[config.mk]
export PLATFORM = sky130hd
export DESIGN_NAME = lcd_frame_reader
export DESIGN_NICKNAME = d
export VERILOG_FILES = /design/src/rtl/lcd_frame_reader.sv
export SDC_FILE = /design/constraint.sdc
export NUM_CORES = 1
export LEC_CHECK = 0
export CORE_AREA = 2 2 137 139
export CTS_BUF_LIST = sky130_fd_sc_hd__clkbuf_4
export DETAILED_ROUTE_END_ITERATION = 8
export DIE_AREA = 0 0 139 141
export PLACE_DENSITY = 0.67
export REMOVE_ABC_BUFFERS = 1
export SYNTH_ARGS = -nofsm -noshare
export SYNTH_HDL_FRONTEND = slang
export SYNTH_SLANG_ARGS = --single-unit
[constraint.sdc]
create_clock -name clk -period 6.85 [get_ports clk]
set_clock_uncertainty 0.15 [all_clocks]
set_input_delay 1.37 -clock clk [delete_from_list [all_inputs] [get_ports clk]]
set_output_delay 1.37 -clock clk [all_outputs]
set_load 0.03 [all_outputs]
[src/rtl/lcd_frame_reader.sv]
// lcd_frame_reader: scans a BRAM frame and streams it as valid/ready pixels,
// optionally replicated x2 or decimated /2, tolerating BRAM latency and backpressure.
module lcd_frame_reader #(
    parameter int PIX_W    = 16,
    parameter int ADDR_W   = 16,
    parameter int SRC_W    = 160,
    parameter int SRC_H    = 120,
    parameter int BRAM_LAT = 1,
    parameter int FIFO_D   = 4
) (
    input  logic              clk,
    input  logic              rst_n,
    input  logic              start_i,
    input  logic              abort_i,
    input  logic [1:0]        scale_mode_i,
    input  logic [ADDR_W-1:0] base_addr_i,
    output logic              bram_en_o,
    output logic [ADDR_W-1:0] bram_addr_o,
    input  logic [PIX_W-1:0]  bram_data_i,
    output logic [PIX_W-1:0]  pix_data_o,
    output logic              pix_valid_o,
    input  logic              pix_ready_i,
    output logic              pix_sof_o,
    output logic              pix_eol_o,
    output logic              pix_eof_o,
    output logic              busy_o,
    output logic              done_o
);
    localparam int PW = $clog2(FIFO_D);
    localparam int CW = PW + 1;
    localparam int XW = $clog2(2 * SRC_W);
    localparam int YW = $clog2(2 * SRC_H);

    typedef enum logic [1:0] {IDLE, RUN, DRAIN} state_t;

    state_t              state_q;
    logic [1:0]          mode_q;
    logic [ADDR_W-1:0]   row_base_q, addr_q;
    logic [XW-1:0]       x_q, ox_q;
    logic [YW-1:0]       row_q, oy_q;
    logic                pass_q, rep_q, en_q, done_q;
    logic [BRAM_LAT-1:0] pipe_q;
    logic [PIX_W-1:0]    mem_q [FIFO_D];
    logic [PW-1:0]       wr_q, rd_q;
    logic [CW-1:0]       cnt_q;

    logic              idle, room, issue, row_end, pass_end, last_read, valid, fire, pop, ret, eol, eof;
    logic [1:0]        cur_mode;
    logic [ADDR_W-1:0] cur_rb, row_base_d;
    logic [XW-1:0]     cur_x, xstep, x_d, ow_last;
    logic [YW-1:0]     cur_row, row_d, oh_last;
    logic              cur_pass, pass_d;
    logic [CW-1:0]     cnt_d;

    // While idle the read cursor is taken straight from the inputs so the
    // first read goes out in the cycle right after start.
    assign idle      = state_q == IDLE;
    assign cur_mode  = idle ? (scale_mode_i == 2'd3 ? 2'd0 : scale_mode_i) : mode_q;
    assign cur_rb    = idle ? base_addr_i : row_base_q;
    assign cur_x     = idle ? '0 : x_q;
    assign cur_row   = idle ? '0 : row_q;
    assign cur_pass  = idle ? 1'b0 : pass_q;
    assign room      = int'(cnt_q) + $countones({pipe_q, en_q}) < FIFO_D;
    assign issue     = !abort_i && (idle ? start_i && !done_q : state_q == RUN && room);
    assign xstep     = cur_mode == 2'd2 ? XW'(2) : XW'(1);
    assign row_end   = cur_x == XW'(SRC_W) - xstep;
    assign pass_end  = cur_mode != 2'd1 || cur_pass;
    assign last_read = row_end && pass_end &&
                       cur_row == (cur_mode == 2'd2 ? YW'(SRC_H / 2 - 1) : YW'(SRC_H - 1));
    assign x_d        = row_end ? '0 : cur_x + xstep;
    assign pass_d     = row_end ? cur_mode == 2'd1 && !cur_pass : cur_pass;
    assign row_d      = row_end && pass_end ? cur_row + YW'(1) : cur_row;
    assign row_base_d = row_end && pass_end ?
                        cur_rb + (cur_mode == 2'd2 ? ADDR_W'(2 * SRC_W) : ADDR_W'(SRC_W)) : cur_rb;

    assign ow_last = mode_q == 2'd1 ? XW'(2 * SRC_W - 1) : mode_q == 2'd2 ? XW'(SRC_W / 2 - 1) : XW'(SRC_W - 1);
    assign oh_last = mode_q == 2'd1 ? YW'(2 * SRC_H - 1) : mode_q == 2'd2 ? YW'(SRC_H / 2 - 1) : YW'(SRC_H - 1);
    assign ret     = pipe_q[BRAM_LAT-1];
    assign valid   = cnt_q != '0;
    assign fire    = valid && pix_ready_i;
    assign pop     = fire && (mode_q != 2'd1 || rep_q);
    assign eol     = ox_q == ow_last;
    assign eof     = eol && oy_q == oh_last;
    assign cnt_d   = cnt_q + CW'(ret) - CW'(pop);

    assign bram_en_o   = en_q;
    assign bram_addr_o = addr_q;
    assign pix_valid_o = valid;
    assign pix_data_o  = valid ? mem_q[rd_q] : '0;
    assign pix_sof_o   = valid && ox_q == '0 && oy_q == '0;
    assign pix_eol_o   = valid && eol;
    assign pix_eof_o   = valid && eof;
    assign busy_o      = !idle;
    assign done_o      = done_q;

    always_ff @(posedge clk) begin
        if (ret) mem_q[wr_q] <= bram_data_i;
    end

    always_ff @(posedge clk or negedge rst_n) begin
        if (!rst_n) begin
            state_q    <= IDLE;
            mode_q     <= '0;
            row_base_q <= '0;
            addr_q     <= '0;
            x_q        <= '0;
            row_q      <= '0;
            pass_q     <= 1'b0;
            en_q       <= 1'b0;
            done_q     <= 1'b0;
            pipe_q     <= '0;
            wr_q       <= '0;
            rd_q       <= '0;
            cnt_q      <= '0;
            ox_q       <= '0;
            oy_q       <= '0;
            rep_q      <= 1'b0;
        end else if (abort_i) begin
            // Clearing the return pipe discards every read still in flight.
            state_q <= IDLE;
            en_q    <= 1'b0;
            done_q  <= 1'b0;
            pipe_q  <= '0;
            wr_q    <= '0;
            rd_q    <= '0;
            cnt_q   <= '0;
            ox_q    <= '0;
            oy_q    <= '0;
            rep_q   <= 1'b0;
        end else begin
            en_q   <= issue;
            pipe_q <= BRAM_LAT'({pipe_q, en_q});
            done_q <= fire && eof;
            cnt_q  <= cnt_d;
            if (issue) begin
                addr_q     <= cur_rb + ADDR_W'(cur_x);
                mode_q     <= cur_mode;
                x_q        <= x_d;
                pass_q     <= pass_d;
                row_q      <= row_d;
                row_base_q <= row_base_d;
                state_q    <= last_read ? DRAIN : RUN;
            end
            if (fire && eof) state_q <= IDLE;
            if (ret) wr_q <= wr_q + PW'(1);
            if (pop) rd_q <= rd_q + PW'(1);
            if (fire) begin
                rep_q <= mode_q == 2'd1 && !rep_q;
                ox_q  <= eol ? '0 : ox_q + XW'(1);
                oy_q  <= eof ? '0 : eol ? oy_q + YW'(1) : oy_q;
            end
        end
    end
endmodule

# Word level (Yosys, flattened, before mapping)
# Memories as Yosys holds them, arrays and structs flattened.
# Index checks and enable logic that the tools add are counted.
word_totals:
  reg_bits: 82
  latch_bits: 0
  ram_bits: 64
  mem_bits_ro: 0
  in_bits: 39
  out_inout_bits: 39
  mem_count: 1
mem_list:
  columns: ["memory", "words", "word_bits", "read_ports", "rd_ports_with_merged_regs", "wr", "line_no", "text"]
  rows:
  - ["mem_q", 4, 16, 1, 0, 1, "43", "logic [PIX_W-1:0] mem_q [FIFO_D];"]
classes:
  add_sub_neg: 13
  n_mul: 0
  n_div: 0
  order_cmp: 1
  n_eq_ne: 12
  shift: 0
  muxes: 42
  bitwise_logic: 1
  reduce_logical: 33
op_table:
  columns: ["op", "n"]
  rows:
  - ["$mux 8", 8]
  - ["$mux 9", 7]
  - ["$mux 16", 3]
  - ["$add 16x9->16", 2]
  - ["$mux 2", 11]
  - ["$eq 9x9->1", 2]
  - ["$add 8x1->8 const B", 2]
  - ["$logic_and 1x1->1", 15]
  - ["$mux 7", 2]
  - ["$mux 1", 10]
  - ["$add 9x1->9 const B", 1]
  - ["$add 9x2->9", 1]
  - ["$logic_not 9->1", 1]
  - ["$reduce_bool 3->1", 3]
  - ["$sub 8x2->9 const A", 1]
  - ["$eq 8x7->1", 1]
  - ["$eq 8x8->1", 1]
  - ["$logic_not 8->1", 1]
  - ["$eq 2x1->1 const B", 3]
  - ["$eq 2x2->1 const B", 3]
  - ["$reduce_bool 2->1", 3]
  - ["$logic_not 1->1", 5]
  - ["$add 2x1->2 const B", 2]
  - ["$add 3x2->4", 1]
  - ["10 further kinds", 13]

# Logic depth before layout (Yosys ltp)
depth:
  ltp_word: 13
  mapped_depth: 15

# Worst setup path before layout
# Ideal clock, no wire load.
synth_path:
  path_type: "input to register"
  from: "input port base_addr_i[0]"
  to: "register addr_q[12] (netlist: bram_addr_o[12])"
  setup_time_ps: 129
  arrival_ps: 3507
  t_required_ps: 6571
  path_slack_ps: 3064
  stages: 10
  path_buffers: 0
  path_cell_list: "nand2_1 -> nand2_1 -> ha_1 -> fa_1 -> maj3_1 -> o2111a_1 -> a2111oi_1 -> nand2b_1 -> xnor2_1 -> o21ai_1"
synth_between:
  elab_chain_len: 2
synth_rtl:
  columns: ["element", "line_no", "text"]
  rows:
  - ["from (decl)", "16", "input logic [ADDR_W-1:0] base_addr_i,"]
  - ["$mux 16", "59", "assign cur_rb = idle ? base_addr_i : row_base_q;"]
  - ["net cur_rb[0]", "49", "logic [ADDR_W-1:0] cur_rb, row_base_d;"]
  - ["$add 16x9->16", "136", "addr_q <= cur_rb + ADDR_W'(cur_x);"]
  - ["to (signal assigned)", "136", null]
  - ["to (decl)", "38", "logic [ADDR_W-1:0] row_base_q, addr_q;"]
# The timed path passes the listed nets, and every way through them passes these cells.
# A chain may end at the register's enable or synchronous reset.

# Worst setup path in the final report
layout_path:
  from: "register mode_q[0]"
  to: "output port pix_eof_o"
layout_between:
  elab_chain_len: 6
  word_cells_on_any_way: 10
  cone_classes: "eq/ne (4); mux (4); reduce/logical (2)"
layout_rtl:
  columns: ["element", "line_no", "text"]
  rows:
  - ["from (decl)", "37", "logic [1:0] mode_q;"]
  - ["from (signal assigned)", "137", "mode_q <= cur_mode;"]
  - ["$eq 2x2->1", "76, 77", null]
  - ["$mux 8 or $mux 7 (tied branches)", "76, 77", null]
  - ["$mux 9 or $mux 8 (tied branches)", "76, 77", null]
  - ["$eq 9x9->1 or $eq 8x8->1 (tied branches)", "82, 83", null]
  - ["$logic_and 1x1->1 (*)", "83", "assign eof = eol && oy_q == oh_last;"]
  - ["$logic_and 1x1->1 (*)", "92", "assign pix_eof_o = valid && eof;"]
  - ["to (decl)", "25", "output logic pix_eof_o,"]
# Mark *: on every way between the ends. The rest lies on a longest branch, timed or not.

==> results.sh <==
export IMPL_status="complete, no violations"
export IMPL_via_per_inst=5.539
export IMPL_postCtsHoldBufs=0
export IMPL_gr_total_overflow=0
export IMPL_hpwl_mm=11.52
export IMPL_netlist_area_leader_share_pct=26.07
export IMPL_n_fill_cell=1692
export IMPL_dp_slack_ps=2121
export IMPL_switching_share_pct=39.01
export IMPL_mostFrequentLayoutCells="nand2_1 (86), dfrtp_1 (82), clkdlybuf4s50_1 (76)"
export IMPL_synth_ff_type="dfrtp_1"
export IMPL_synth_compound_area_share_pct=12.18
export IMPL_synth_async_reset_ratio_pct=56.16
export IMPL_fmax_ghz=0.2042
export IMPL_pwr_share_comb_pct=40.2
export IMPL_p_seq_share_pct=39.9
export IMPL_yosys_area_share_simple_pct=18.41
export IMPL_die_width_um=139
export IMPL_final_min_clock_period_ps=4896
export IMPL_top_layer="met4"
export IMPL_yosysSeqAreaShare_pct=50.48
export IMPL_wl_met3_um=597
export IMPL_power_total_mw=2.924
export IMPL_fin_ws_ps=1954
export IMPL_synth_top_family_by_area="simple AND/OR/NAND/NOR gates"
export IMPL_dr_wl_met2_mm=8.157
export IMPL_port_buffers=77
export IMPL_cap_violations=0
export IMPL_r2r_slack_ps=2690
export IMPL_cp_start_kind="flip-flop"
export IMPL_die_height_um=141
export IMPL_cts_setup_buffers=0
export IMPL_grt_pass1_vias=5594
export IMPL_num_vias=5750
export IMPL_critPathCaptureType="output port"
export IMPL_initial_core_util_pct=43.09
export IMPL_netlist_top_cells_area="dfrtp_1 (26%), edfxtp_1 (24%), mux4_2 (4.6%)"
export IMPL_r2r_start="state_q[0]"
export IMPL_clock_sinks=146
export IMPL_gr_usage_all_layers_pct=17.95
export IMPL_ys_warn_count=0
export IMPL_fin_nets=858
export IMPL_cp_startpoint="mode_q[0]"
export IMPL_slew_headroom_pct=42.60
export IMPL_syn_avg_cell_area_um2=10.84
export IMPL_area_growth_pct=15.75
export IMPL_fin_tns_setup_ps=0
export IMPL_io_pins=78
export IMPL_powerDensity_nw_per_um2=321.0
export IMPL_crit_slowest_cell="nor4_1"
export IMPL_cts_buffers=17
export IMPL_ff2ff_path_depth=11
export IMPL_critPathArrivalTime_ps=3380
export IMPL_finalSetupViolCount=0
export IMPL_drive_above_1_share_pct=9.340
export IMPL_first_pass_iters=4
export IMPL_drt_initial_drc_count=325
export IMPL_synth_xor_area_share_pct=3.672
export IMPL_p_leak_nw=3.642
export IMPL_clkTransAtPathRegs_ps=140
export IMPL_synth_cell_types=77
export IMPL_drv_slew=0
export IMPL_clockBufferDepth=2
export IMPL_cts_repair_resized=0
export IMPL_rsz0062_at_grt="false"
export IMPL_cp_required_ps=5330
export IMPL_crit_end="pix_eof_o"
export IMPL_cts_tree="done"
export IMPL_root_buffer="clkbuf_4"
export IMPL_min_path_type="flip-flop to flip-flop"
export IMPL_post_route_util_pct=49.88
export IMPL_die_area_um2=19600
export IMPL_synth_edf_count=64
export IMPL_ir_drop_uv=269.6
export IMPL_ant_nets=0
export IMPL_syn_cell_area_um2=7871
export IMPL_crit_chain="inv_1 > ha_1 > xnor2_1 > nand2_1 > nor4_1 > and2_1 > clkdlybuf4s50_1"
export IMPL_num_rows=50
export IMPL_synth_area_mux_share_pct=7.026
export IMPL_place_gp_congestion=0.8177
export IMPL_h_tree_depth=4
export IMPL_core_area_um2=18270
export IMPL_ys_seq_elements=146
export IMPL_hold_violations=0
export IMPL_final_common_cell="nand2_1"
export IMPL_clock_power_share_pct=19.9
export IMPL_p_sw_mw=1.141
export IMPL_critical_path_class="flip-flop to output port"
export IMPL_drt_met1_wl_mm=7.969
export IMPL_yosys_area_top_type="dfrtp_1"
export IMPL_crit_fanout=5
export IMPL_wl_per_cell_um=16.29
export IMPL_wirelength_mm=16.91
export IMPL_r2r_end="bram_addr_o[10]"
export IMPL_antenna_found_initial=1
export IMPL_tightest_slew_ps=853.1
export IMPL_fin_worst_hold_slack_ps=346.9
export IMPL_drc=0
export IMPL_insertion_delay_ps=560
export IMPL_period_share_pct=71.48
export IMPL_max_stage_delay_ps=770
export IMPL_synth_fa_ha_area_share_pct=4.928
export IMPL_grt_max_degree=47
export IMPL_grt_pass1_wl_mm=28.17
export IMPL_syn_inst=726
export IMPL_p_int_mw=1.783
critical path: cells and delay by family, from the launching register on:
family	cells	cell delay, ps
simple gates	3	1120
buf+inv	2	750
flops	1	430
fa+ha+maj	1	350
xor+xnor	1	160
stage by stage:
step                cell area (um^2)  instances
finish                          9111       1038
global route                    9111       1038
CTS                             9109       1037
detailed placement              8806       1005
global placement                8806       1005
floorplan                       7706        689
kinds of logic (layout without fill, tap and decap cells):
| logic type | after synthesis | after routing |
|---|---|---|
| other cells | 0 | 1 |
| buf+inv | 62 | 139 |
| fa+ha+maj | 30 | 30 |
| mux | 35 | 35 |
| compound gates | 140 | 140 |
| simple gates | 280 | 280 |
| flops | 146 | 146 |
| xor+xnor | 33 | 33 |
area by class of cell:
type	instances	area, um^2	area share (%)
Antenna cell	1	2.502	0.02746
Clock buffer	18	135.1	1.483
Clock inverter	14	167.7	1.840
Inverter	25	95.09	1.044
Multi-Input combinational cell	518	3638	39.93
Sequential cell	146	3974	43.61
Tap cell	234	292.8	3.213
Timing Repair Buffer	82	805.8	8.844
power by group through the flow:
stage / clock network, mW / logic, mW / registers (mW)
6_report: 0.583 / 1.17 / 1.17
5_1_grt: 0.633 / 1.29 / 1.19
4_1_cts: 0.600 / 1.19 / 1.17
3_5_place_dp: 0 / 1.18 / 1.18
3_3_place_gp: 0 / 1.17 / 1.18
2_1_floorplan: 0 / 0.679 / 1.26
worst min-delay path by stage:
stage,cells past startpoint,end,from,slack (ps)
after global routing,1,row_q[7],row_q[7],370
after floorplan,2,row_base_q[8],row_base_q[8],290
after CTS,1,row_q[7],row_q[7],350
after global placement,2,row_base_q[8],row_base_q[8],310
after detailed placement,2,row_base_q[6],row_base_q[6],320
final,1,row_q[7],row_q[7],350
cells in the mapped netlist, types with 3 or more instances:
library cell   n
o21a_1         6
nor3b_1        6
nand3_1       17
nor2_1        50
o21ai_0       40
nand4_1       13
inv_1         22
nor4_1         4
xnor2_1       17
nor2b_1        9
mux4_2        16
a21oi_1       23
mux2i_1       17
nor3_1        12
edfxtp_1      64
buf_2          6
a31oi_1        4
and2_1        37
dfrtp_1       82
o41ai_1        3
a31o_2         4
nand2_1       86
o31ai_1       13
or3_1          4
a211o_1        4
o22ai_1        4
clkbuf_1      22
a21o_1         5
nor4b_1        3
xor2_1        16
and3b_1        4
buf_1          6
and3_1        16
o211ai_1       6
nand2b_1       4
ha_1          27
sequential cells by signal, indices dropped and copies added, names as in the netlist, 2 cells and up, named ones only:
name / count
bram_addr_o: 16
cnt_q: 3
mem_q: 64
mode_q: 2
ox_q: 9
oy_q: 8
rd_q: 2
row_base_q: 15
row_q: 8
state_q: 2
wr_q: 2
x_q: 9
metal layers:
metal / global-route usage, % / vias up
met2: 29.58 / 110
met4: 5.369 / 0
met1: 23.94 / 2845
met5: 0 / -
li1: - / 2779
met3: 4.042 / 16
(Power assumes the default switching activity.)
